## config.mk

```make
export PLATFORM = sky130hd
export DESIGN_NAME = decoder_scan
export DESIGN_NICKNAME = d
export VERILOG_FILES = /design/src/rtl/decoder_scan_pkg.sv /design/src/rtl/onehot_dec.sv /design/src/rtl/decoder_scan.sv
export SDC_FILE = /design/constraint.sdc
export NUM_CORES = 1
export LEC_CHECK = 0
export BUFFER_PORTS_ARGS = -buffer_cell sky130_fd_sc_hd__buf_2
export CAP_MARGIN = 10
export CORE_AREA = 2 2 39 41
export CTS_BUF_LIST = sky130_fd_sc_hd__clkbuf_4 sky130_fd_sc_hd__clkbuf_8 sky130_fd_sc_hd__clkbuf_16
export CTS_CLUSTER_SIZE = 30
export DETAILED_ROUTE_END_ITERATION = 6
export DIE_AREA = 0 0 41 43
export MAX_ROUTING_LAYER = met4
export SYNTH_ARGS = -nofsm -noshare
export SYNTH_HDL_FRONTEND = slang
export SYNTH_SLANG_ARGS = --single-unit
```

## constraint.sdc

```tcl
create_clock -name clk -period 1.4 [get_ports clk]
set_input_delay 0.14 -clock clk [delete_from_list [all_inputs] [get_ports clk]]
set_output_delay 0.14 -clock clk [all_outputs]
set_load 0.02 [all_outputs]
```

## src/rtl/decoder_scan_pkg.sv

```systemverilog
// Shared constants for the decoder/scan block: mode encodings and default geometry.
// No latency or backpressure concerns: definitions only.
package decoder_scan_pkg;

    localparam int SEL_W_DEF = 3;
    localparam int DIV_DEF   = 4;

    typedef enum logic {
        MODE_DIRECT = 1'b0,
        MODE_SCAN   = 1'b1
    } mode_e;

endpackage

```

## src/rtl/onehot_dec.sv

```systemverilog
// One-hot decode of an index, forced to zero when disabled.
// Purely combinational, no backpressure.
module onehot_dec #(
    parameter  int SEL_W = 3,
    localparam int OUT_W = 2**SEL_W
) (
    input  logic [SEL_W-1:0] idx,
    input  logic             en,
    output logic [OUT_W-1:0] z
);

    assign z = en ? (OUT_W'(1) << idx) : '0;

endmodule

```

## src/rtl/decoder_scan.sv

```systemverilog
// One-hot decoder with direct select or prescaled auto-scan; z/idx/wrap are registered (1 cycle).
// No backpressure: en freezes state and blanks z one cycle later.
module decoder_scan
    import decoder_scan_pkg::*;
#(
    parameter  int SEL_W = SEL_W_DEF,
    parameter  int DIV   = DIV_DEF,
    localparam int OUT_W = 2**SEL_W
) (
    input  logic             clk,
    input  logic             rst,
    input  logic             en,
    input  logic             mode,
    input  logic             dir,
    input  logic [SEL_W-1:0] sel,
    input  logic             load,
    output logic [OUT_W-1:0] z,
    output logic [SEL_W-1:0] idx,
    output logic             wrap
);

    localparam int               CNT_W   = (DIV > 1) ? $clog2(DIV) : 1;
    localparam logic [CNT_W-1:0] CNT_MAX = CNT_W'(DIV - 1);
    localparam logic [SEL_W-1:0] IDX_MAX = SEL_W'(OUT_W - 1);

    logic [SEL_W-1:0] idx_q, idx_d;
    logic [CNT_W-1:0] cnt_q, cnt_d;
    logic             en_q, en_d;
    logic             wrap_q, wrap_d;

    always_comb begin
        idx_d  = idx_q;
        cnt_d  = cnt_q;
        en_d   = en;
        wrap_d = 1'b0;
        if (en) begin
            if (mode == MODE_DIRECT || load) begin
                idx_d = sel;
                cnt_d = '0;
            end else if (cnt_q == CNT_MAX) begin
                // Index width is exactly log2(OUT_W), so +/-1 wraps modulo OUT_W for free.
                cnt_d = '0;
                if (dir) begin
                    idx_d  = idx_q + SEL_W'(1);
                    wrap_d = (idx_q == IDX_MAX);
                end else begin
                    idx_d  = idx_q - SEL_W'(1);
                    wrap_d = (idx_q == '0);
                end
            end else begin
                cnt_d = cnt_q + CNT_W'(1);
            end
        end
    end

    always_ff @(posedge clk) begin
        if (rst) begin
            idx_q  <= '0;
            cnt_q  <= '0;
            en_q   <= 1'b0;
            wrap_q <= 1'b0;
        end else begin
            idx_q  <= idx_d;
            cnt_q  <= cnt_d;
            en_q   <= en_d;
            wrap_q <= wrap_d;
        end
    end

    onehot_dec #(.SEL_W(SEL_W)) u_dec (
        .idx (idx_q),
        .en  (en_q),
        .z   (z)
    );

    assign idx  = idx_q;
    assign wrap = wrap_q;

endmodule

```

==> impl_metrics.ini, run 1 <==
[logic_synthesis]
synth_top_family_by_area = simple AND/OR/NAND/NOR gates
synth_cell_types = 22
synth_area_leaders = dfxtp_1, nand2_1, nor2_1, nand2b_1, buf_6
synth_compound_area_share_pct = 16.9
synth_cells = 53
synth_fp_nets = 64
synth-simple-area-share_pct = 28.9
synth_xor_area_share_pct = 4.00
yosysWarnings = 0
ys_seq_area_share_pct = 32.0
yosysTopAreaCell = dfxtp_1
synthAdderAreaFrac_pct = 7.43
syn_area_um2 = 438
synth_top_area_share_pct = 32.0
avgSynthCellArea_um2 = 8.26
ys_seq_elements = 7
synthMuxAreaShare_pct = 2.29

[detailed_routing]
wire_per_inst_um = 11.2
vias = 492
wirelength_um = 1060
drt_iter0_drc = 10
routed_via_density = 5.18
drc = 0
antenna_left = 0
first_pass_iters = 4

[worst_setup_path]
r2r_slack_ns = 0.06
critical_path.startpoint_type = register
timing.rr.start = idx[0]
critPathBufInv = 0
timing.rr.end = idx[2]
slowest_delay_ns = 0.35
worst-setup-path-type = register to register
path_max_fanout = 2
cp_cell_sequence = fa_2, xnor2_1, a21oi_1, nor3_1, a21o_2
crit_slowest_cell = fa_2
cpLargestDelayFamily = compound AO/OA/AOI/OAI gates
reg2reg_depth = 5
crit_required_ns = 1.55
arrival_ns = 1.50
worstSetupEndpointType = register

[sta]
finalHoldViolCount = 0
finalSetupViolations = 0
setup_tns_ns = 0
drv_slew = 0
period_minus_slack_ns = 1.34
max_slew_margin_pct = 81.1
min_period_over_period_pct = 96.0
worstMarginPinSlew_ns = 0.283
max_freq_mhz = 744
rsz0062_at_grt = false
clock_skew_ns = 0.00554

[cts]
h-tree-depth = 1
clockBufferDepth = 2
cts.sinks = 7
cts-root-buf = clkbuf_4
tritoncts = yes
numCtsBuffers = 3
clk_latency_ns = 0.26
clkTransAtPathRegs_ns = 0.06

[placed_design]
port_buffers = 20
place.gp.congestion = 0.789
dp_hpwl_um = 825

[status]
status = finished clean

[die]
die_h_um = 43
die_w_um = 41
dieArea_um2 = 1760
core_um2 = 1380
ioPinCount = 21
core.rowCount = 14
initial_core_util_pct = 31.6

[power]
ir_drop_v = 0.000470
p_int_uw = 397
netSwitchingFraction_pct = 28.5
seq_power_share_pct = 39.3
p_leak_uw = 0.000298
power_frac_comb_pct = 23.2
power_frac_clock_pct = 37.6
power_density_nw_per_um2 = 912
p_sw_uw = 158

[global_route]
grt_antenna_before_repair = 0
grtUsageTotal_pct = 13.8
grt_max_degree = 10
gr-total-overflow = 0
grt_pass1_wl_um = 1570
grt_pass1_vias = 387

[min_path]
hold_depth = 2
hold_path.class = input port to register
min_to = cnt_q[1]
min_from = rst

[layout]
fin_nets = 91
area_delta_synth_final_pct = 38.9
final_core_utilization_pct = 43.9
drive_gt1_share_pct = 44.3
n_antenna_cell = 0

[flow_run]
cap_violations = 0
[flip-flops by register name, summed over array words and instances, names as in the netlist]
signal / count
cnt_q: 2
idx: 3
wrap: 1
en_q: 1
[per-layer routing]
layer	vias to the layer above	share of wire (%)	global-route usage, %
met2	32	45	20.0
met3	5	10	3.14
met5	-	0	-
met1	218	42	16.9
li1	237	-	-
met4	0	2.0	8.00
[worst max path at each step]
| stage | start | end | cells after the start |
|---|---|---|---|
| finish | idx[0] | idx[2] | 5 |
| global route | idx[1] | z[2] | 4 |
| CTS | idx[1] | z[0] | 4 |
| detailed placement | dir | idx[2] | 7 |
| global placement | idx[0] | idx[2] | 5 |
| floorplan | idx[0] | idx[2] | 5 |
[stage by stage]
stage	instances	hold WS (ns)	instance area (µm²)	setup WS, ns	total power (µW)
after floorplan	53	0.205	440	0.0314	302
after global placement	91	0.382	568	0.0639	342
after detailed placement	91	0.379	568	0.0524	344
after CTS	95	0.112	598	0.0250	553
after global routing	95	0.116	608	0.0106	589
final	95	0.118	608	0.0564	555
[synthesized netlist by cell type (all sizes together)]
master / count
ha: 1
inv: 4
o32ai: 2
nor3: 4
a311oi: 1
nor2: 7
nand3: 1
nand4: 1
nand2: 7
nand2b: 4
a211oi: 1
xnor2: 2
buf: 2
nor2b: 1
fa: 1
mux2i: 1
dfxtp: 7
or4: 1
a21oi: 2
a2bb2oi: 1
a21o: 1
o21a: 1
[layout by cell type (no fill, tap or decap), drive strengths merged, types with 4 or more instances in the layout]
cell type  Yosys  final
buf            2     24
clkbuf         0      4
dfxtp          7      7
inv            4      4
nand2          7      7
nand2b         4      4
nor2           7      7
nor3           4      4
[cells by family (layout without fill, tap and decap cells)]
| kind of cell | Yosys count | in the layout |
|---|---|---|
| compound gates | 9 | 9 |
| xor+xnor | 2 | 2 |
| fa+ha+maj | 2 | 2 |
| buf+inv | 6 | 32 |
| flops | 7 | 7 |
| mux | 1 | 1 |
| simple gates | 26 | 26 |
[layout make-up]
type,instances,area (µm²)
sequential,7,143
clock buffer,4,30.0
tap,16,20.0
timing repair buffer,24,130
fill,149,776
inverter,4,15.0
multi-input combinational,40,270
[repair_timing]
| action | CTS | global route |
|---|---|---|
| setup buffers | 0 | 0 |
| hold buffers | 0 | 0 |
| endpoints found under the setup margin | 0 | 4 |
| resized for setup | 0 | 2 |
[power groups by stage]
stage / clock network [µW] / logic (µW) / registers [µW]
3_3_place_gp: 0 / 122 / 221
3_5_place_dp: 0 / 124 / 221
6_report: 208 / 129 / 218
2_1_floorplan: 0 / 71.0 / 231
4_1_cts: 211 / 125 / 217
5_1_grt: 231 / 140 / 219
[worst reg2reg max path, stage by stage, from the launching register on]
cell     delay (ns)
dfxtp_2        0.32
fa_2           0.35
xnor2_1        0.15
a21oi_1        0.17
nor3_1         0.06
a21o_2         0.19
(Power assumes the default switching activity.)
==> inputs of run 2 (changes only) <==
CELL_PAD_IN_SITES_DETAIL_PLACEMENT = 1   (was unset)
CELL_PAD_IN_SITES_GLOBAL_PLACEMENT = 2   (was unset)
CORE_AREA = 2 2 50 52   (was 2 2 39 41)
DIE_AREA = 0 0 52 54   (was 0 0 41 43)
PLACE_DENSITY_LB_ADDON = 0.1   (was unset)
==> run 2 against run 1 <==
Non-clock buffer count is the same. Critical endpoint is now wrap. Critical path type unchanged. Highest routed layer unchanged. Largest cell class unchanged. Worst hold slack gained 0.014 ns. Critical path depth shrank 2.
==> impl_metrics.ini, run 2 (same netlist as run 1, synthesis figures left out) <==
[status]
status = finished clean

[detailed_routing]
wire_per_inst_um = 11.6
routed_via_density = 4.17
vias = 455
drc = 0
wirelength_um = 1270
drt_iter0_drc = 4
antenna_left = 0
first_pass_iters = 2

[layout]
final-seq-area_um2 = 143
multi_input_area_um2 = 280
fillers = 292
area_delta_synth_final_pct = 45.7
final_common_cell = buf_2
fin_nets = 91
mostFrequentLayoutCells = buf_2, nand2_1, nor2_1
drive_gt1_share_pct = 46.8
largest_reg_flops = 3
n_antenna_cell = 0

[cts]
postCtsSetupBuffers = 0
h-tree-depth = 1
hold_buffers = 0
clk_latency_ns = 0.25
numCtsBuffers = 3
tritoncts = yes
cts-root-buf = clkbuf_4
clockBufferDepth = 2
clkTransAtPathRegs_ns = 0.06
cts.sinks = 7
ctsResizeCount = 0

[worst_setup_path]
path_max_fanout = 9
cpLargestDelayFamily = simple AND/OR/NAND/NOR gates
crit_slowest_cell = or4_4
worstSetupEndpointType = register
crit_required_ns = 1.57
critPathBufInv = 1
cp_cell_sequence = buf_4, or4_4, a211oi_2
worst-setup-path-type = register to register
slowest_delay_ns = 0.52
critical_path.startpoint_type = register
arrival_ns = 1.49

[sta]
min_period_over_period_pct = 94.7
rsz0062_at_grt = false
setup_tns_ns = 0
clock_skew_ns = 0.00273
finalHoldViolCount = 0
drv_slew = 0
period_minus_slack_ns = 1.33
worstMarginPinSlew_ns = 0.229
max_slew_margin_pct = 84.3
fin_hold_ws_ns = 0.132
max_freq_mhz = 754
finalSetupViolations = 0

[global_route]
use_met3_pct = 2.50
gr-total-overflow = 0
use_met1_pct = 14.3
globalRouteMet2Util_pct = 16.2
grt_antenna_before_repair = 0
grt.busiest_layer = met2
grt_max_degree = 10
grt_pass1_wl_um = 2150
grt_pass1_vias = 472
grtUsageTotal_pct = 11.2

[die]
ioPinCount = 21
core.rowCount = 18
die_w_um = 52
dieArea_um2 = 2810
core_um2 = 2320
die_h_um = 54
initial_core_util_pct = 18.9

[power]
power_frac_comb_pct = 23.7
p_sw_uw = 159
power_density_nw_per_um2 = 871
ir_drop_v = 0.000398
netSwitchingFraction_pct = 28.6
seq_power_share_pct = 39.2
power_frac_clock_pct = 37.1
p_int_uw = 397
p_leak_uw = 0.000305

[placed_design]
port_buffers = 20
dp_hpwl_um = 1040
place.gp.congestion = 0.711

[flow_run]
cap_violations = 0

[min_path]
hold_path.class = input port to register
==> run 2: cell counts in the layout (fill, tap and decap cells not counted) <==
Identical to the previous run, type by type.
==> run 2: cell type report <==
| cell class | instances | area share [%] |
|---|---|---|
| flip-flops and latches | 7 | 22.4 |
| well taps | 30 | 5.88 |
| inverters | 4 | 2.35 |
| clock buffers | 4 | 4.71 |
| repair buffers | 24 | 20.8 |
| multi-input cells | 40 | 43.9 |
==> run 2: power groups by stage <==
stage / combinational, µW / clock, µW / sequential (µW)
finish: 132 / 206 / 218
global route: 148 / 233 / 219
CTS: 129 / 219 / 217
detailed placement: 128 / 0 / 221
global placement: 128 / 0 / 221
floorplan: 71.0 / 0 / 231
==> run 2: stage by stage <==
stage	cell area [µm²]	cells	total power, µW	setup WS (ns)	utilization [%]
2_1_floorplan	440	53	302	0.0314	-
3_3_place_gp	586	105	349	0.0497	25.2
3_5_place_dp	586	105	349	0.0374	25.2
4_1_cts	616	109	564	0.00192	26.5
5_1_grt	638	109	601	0.00110	27.5
6_report	638	109	556	0.0745	27.5
==> run 2: final timing paths <==
kind / cells after the start / slack, ns / end / start
setup / recovery: 3 / 0.07 / wrap / idx[0]
hold / removal: 2 / 0.13 / idx[1] / rst
setup reg to reg: 3 / 0.07 / wrap / idx[0]
hold reg to reg: 2 / 0.48 / cnt_q[1] / cnt_q[1]
==> run 2: metal layers <==
metal / vias to the layer above / wire length, µm
met1: 202 / 614
met5: - / 0
met4: 0 / 13
met3: 2 / 79
li1: 235 / -
met2: 16 / 557
==> inputs of run 3 (changes only) <==
CORE_AREA = 5 5 53 55   (was 2 2 50 52)
DIE_AREA = 0 0 58 60   (was 0 0 52 54)
==> run 3 against run 2 <==
Clock power about the same. First-iteration DRC count grew to 2.8 times the previous value. Via count is 2.9% lower. Die area up 24%. Sequential share of layout area increased by 0.36 points.
==> impl_metrics.ini, run 3 (same netlist as run 1, synthesis figures left out) <==
[status]
status = finished clean

[layout]
n_antenna_cell = 0
largest_reg_flops = 3
fillers = 309
fin_nets = 91
mostFrequentLayoutCells = buf_2, nand2_1, nor2_1
multi_input_area_um2 = 273
drive_gt1_share_pct = 44.3
final-seq-area_um2 = 143
fin_area_um2 = 628
area_delta_synth_final_pct = 43.4
fin_cells = 109
final_common_cell = buf_2

[power]
power_density_nw_per_um2 = 885
ir_drop_v = 0.000268
p_leak_uw = 0.000303

[global_route]
grt_antenna_before_repair = 0
grt_pass1_wl_um = 2160
gr-total-overflow = 0
grt_pass1_vias = 473
grtUsageTotal_pct = 8.99
grt_max_degree = 10

[min_path]
hold_path.class = input port to register
min_from = rst
hold_depth = 2
min_to = idx[1]

[sta]
max_slew_margin_pct = 84.7
worstMarginPinSlew_ns = 0.228
min_period_over_period_pct = 97.9
finalWorstSetupSlack_ns = 0.0299
drv_slew = 0
finalHoldViolCount = 0
period_minus_slack_ns = 1.37
setup_tns_ns = 0
finalSetupViolations = 0
clock_skew_ns = 0.00390
rsz0062_at_grt = true
max_freq_mhz = 730

[detailed_routing]
antenna_left = 0
drt_iter0_drc = 11
drc = 0
vias = 442
wire_per_inst_um = 12.1
first_pass_iters = 2
routed_via_density = 4.06
wirelength_um = 1320

[cts]
cts-root-buf = clkbuf_4
postCtsSetupBuffers = 0
clkTransAtPathRegs_ns = 0.06
numCtsBuffers = 3
clockBufferDepth = 2
tritoncts = yes
cts.sinks = 7
clk_latency_ns = 0.26
h-tree-depth = 1
hold_buffers = 0

[die]
dieArea_um2 = 3480
initial_core_util_pct = 18.7
core_um2 = 2340
die_h_um = 60
ioPinCount = 21
core.rowCount = 18
die_w_um = 58

[worst_setup_path]
r2r_slack_ns = 0.03
worstSetupEndpointType = register
crit_required_ns = 1.55
worst-setup-path-type = register to register
timing.rr.end = idx[2]
timing.rr.start = idx[0]
reg2reg_depth = 5
critical_path.startpoint_type = register
arrival_ns = 1.52
path_max_fanout = 2

[placed_design]
placed_cell_area_um2 = 586
pre_cts_ws_ns = 0.0249
place.gp.congestion = 0.716
port_buffers = 20
dp_cells = 105
dp_hpwl_um = 1080

[flow_run]
cap_violations = 0
-- run 3: worst max-delay path, cell delays in order, from the launching register on --
cell	delay, ns
dfxtp_2	0.32
fa_1	0.40
xnor2_1	0.15
a21oi_1	0.14
nor3_1	0.06
a21o_2	0.18
-- run 3: where the power goes --
| part | internal [µW] | total, µW | switching [µW] |
|---|---|---|---|
| registers | 210 | 217 | 7.02 |
| logic | 57.1 | 129 | 71.8 |
| clock network | 129 | 209 | 80.8 |
| total | 396 | 556 | 160 |
-- run 3: worst max-delay path by stage --
stage / endpoint / cells past startpoint / slack, ns / from
6_report: idx[2] / 5 / 0.03 / idx[0]
4_1_cts: idx[2] / 5 / 0.01 / idx[0]
5_1_grt: idx[2] / 5 / -0.01 / idx[0]
3_3_place_gp: idx[2] / 5 / 0.05 / idx[0]
3_5_place_dp: idx[2] / 7 / 0.02 / dir
2_1_floorplan: idx[2] / 5 / 0.03 / idx[0]
-- run 3: layer usage --
| metal | vias to the layer above | track usage, % | wire (µm) |
|---|---|---|---|
| met4 | 0 | 6.95 | 34 |
| met3 | 4 | 2.16 | 105 |
| met2 | 17 | 13.4 | 574 |
| met5 | - | - | 0 |
| met1 | 184 | 10.3 | 601 |
| li1 | 237 | - | - |
-- run 3: what timing repair did --
item                                    CTS  global route
endpoints found under the hold margin     0             0
resized for setup                         1             1
pin swaps                                 0             1
endpoints found under the setup margin    1             2
-- run 3: cell type report --
cell class              count  area share (%)
multi-input cells          40            43.4
flip-flops and latches      7            22.7
repair buffers             24            20.7
well taps                  30            5.98
clock buffers               4            4.78
inverters                   4            2.39
-- run 3: per-stage QoR --
| step | total power, µW | utilization (%) | hold slack (ns) |
|---|---|---|---|
| 6_report | 556 | 26.8 | 0.127 |
| 4_1_cts | 574 | 26.6 | 0.119 |
| 5_1_grt | 599 | 26.8 | 0.134 |
| 3_3_place_gp | 350 | 25.0 | 0.402 |
| 2_1_floorplan | 302 | - | 0.205 |
| 3_5_place_dp | 350 | 25.0 | 0.393 |
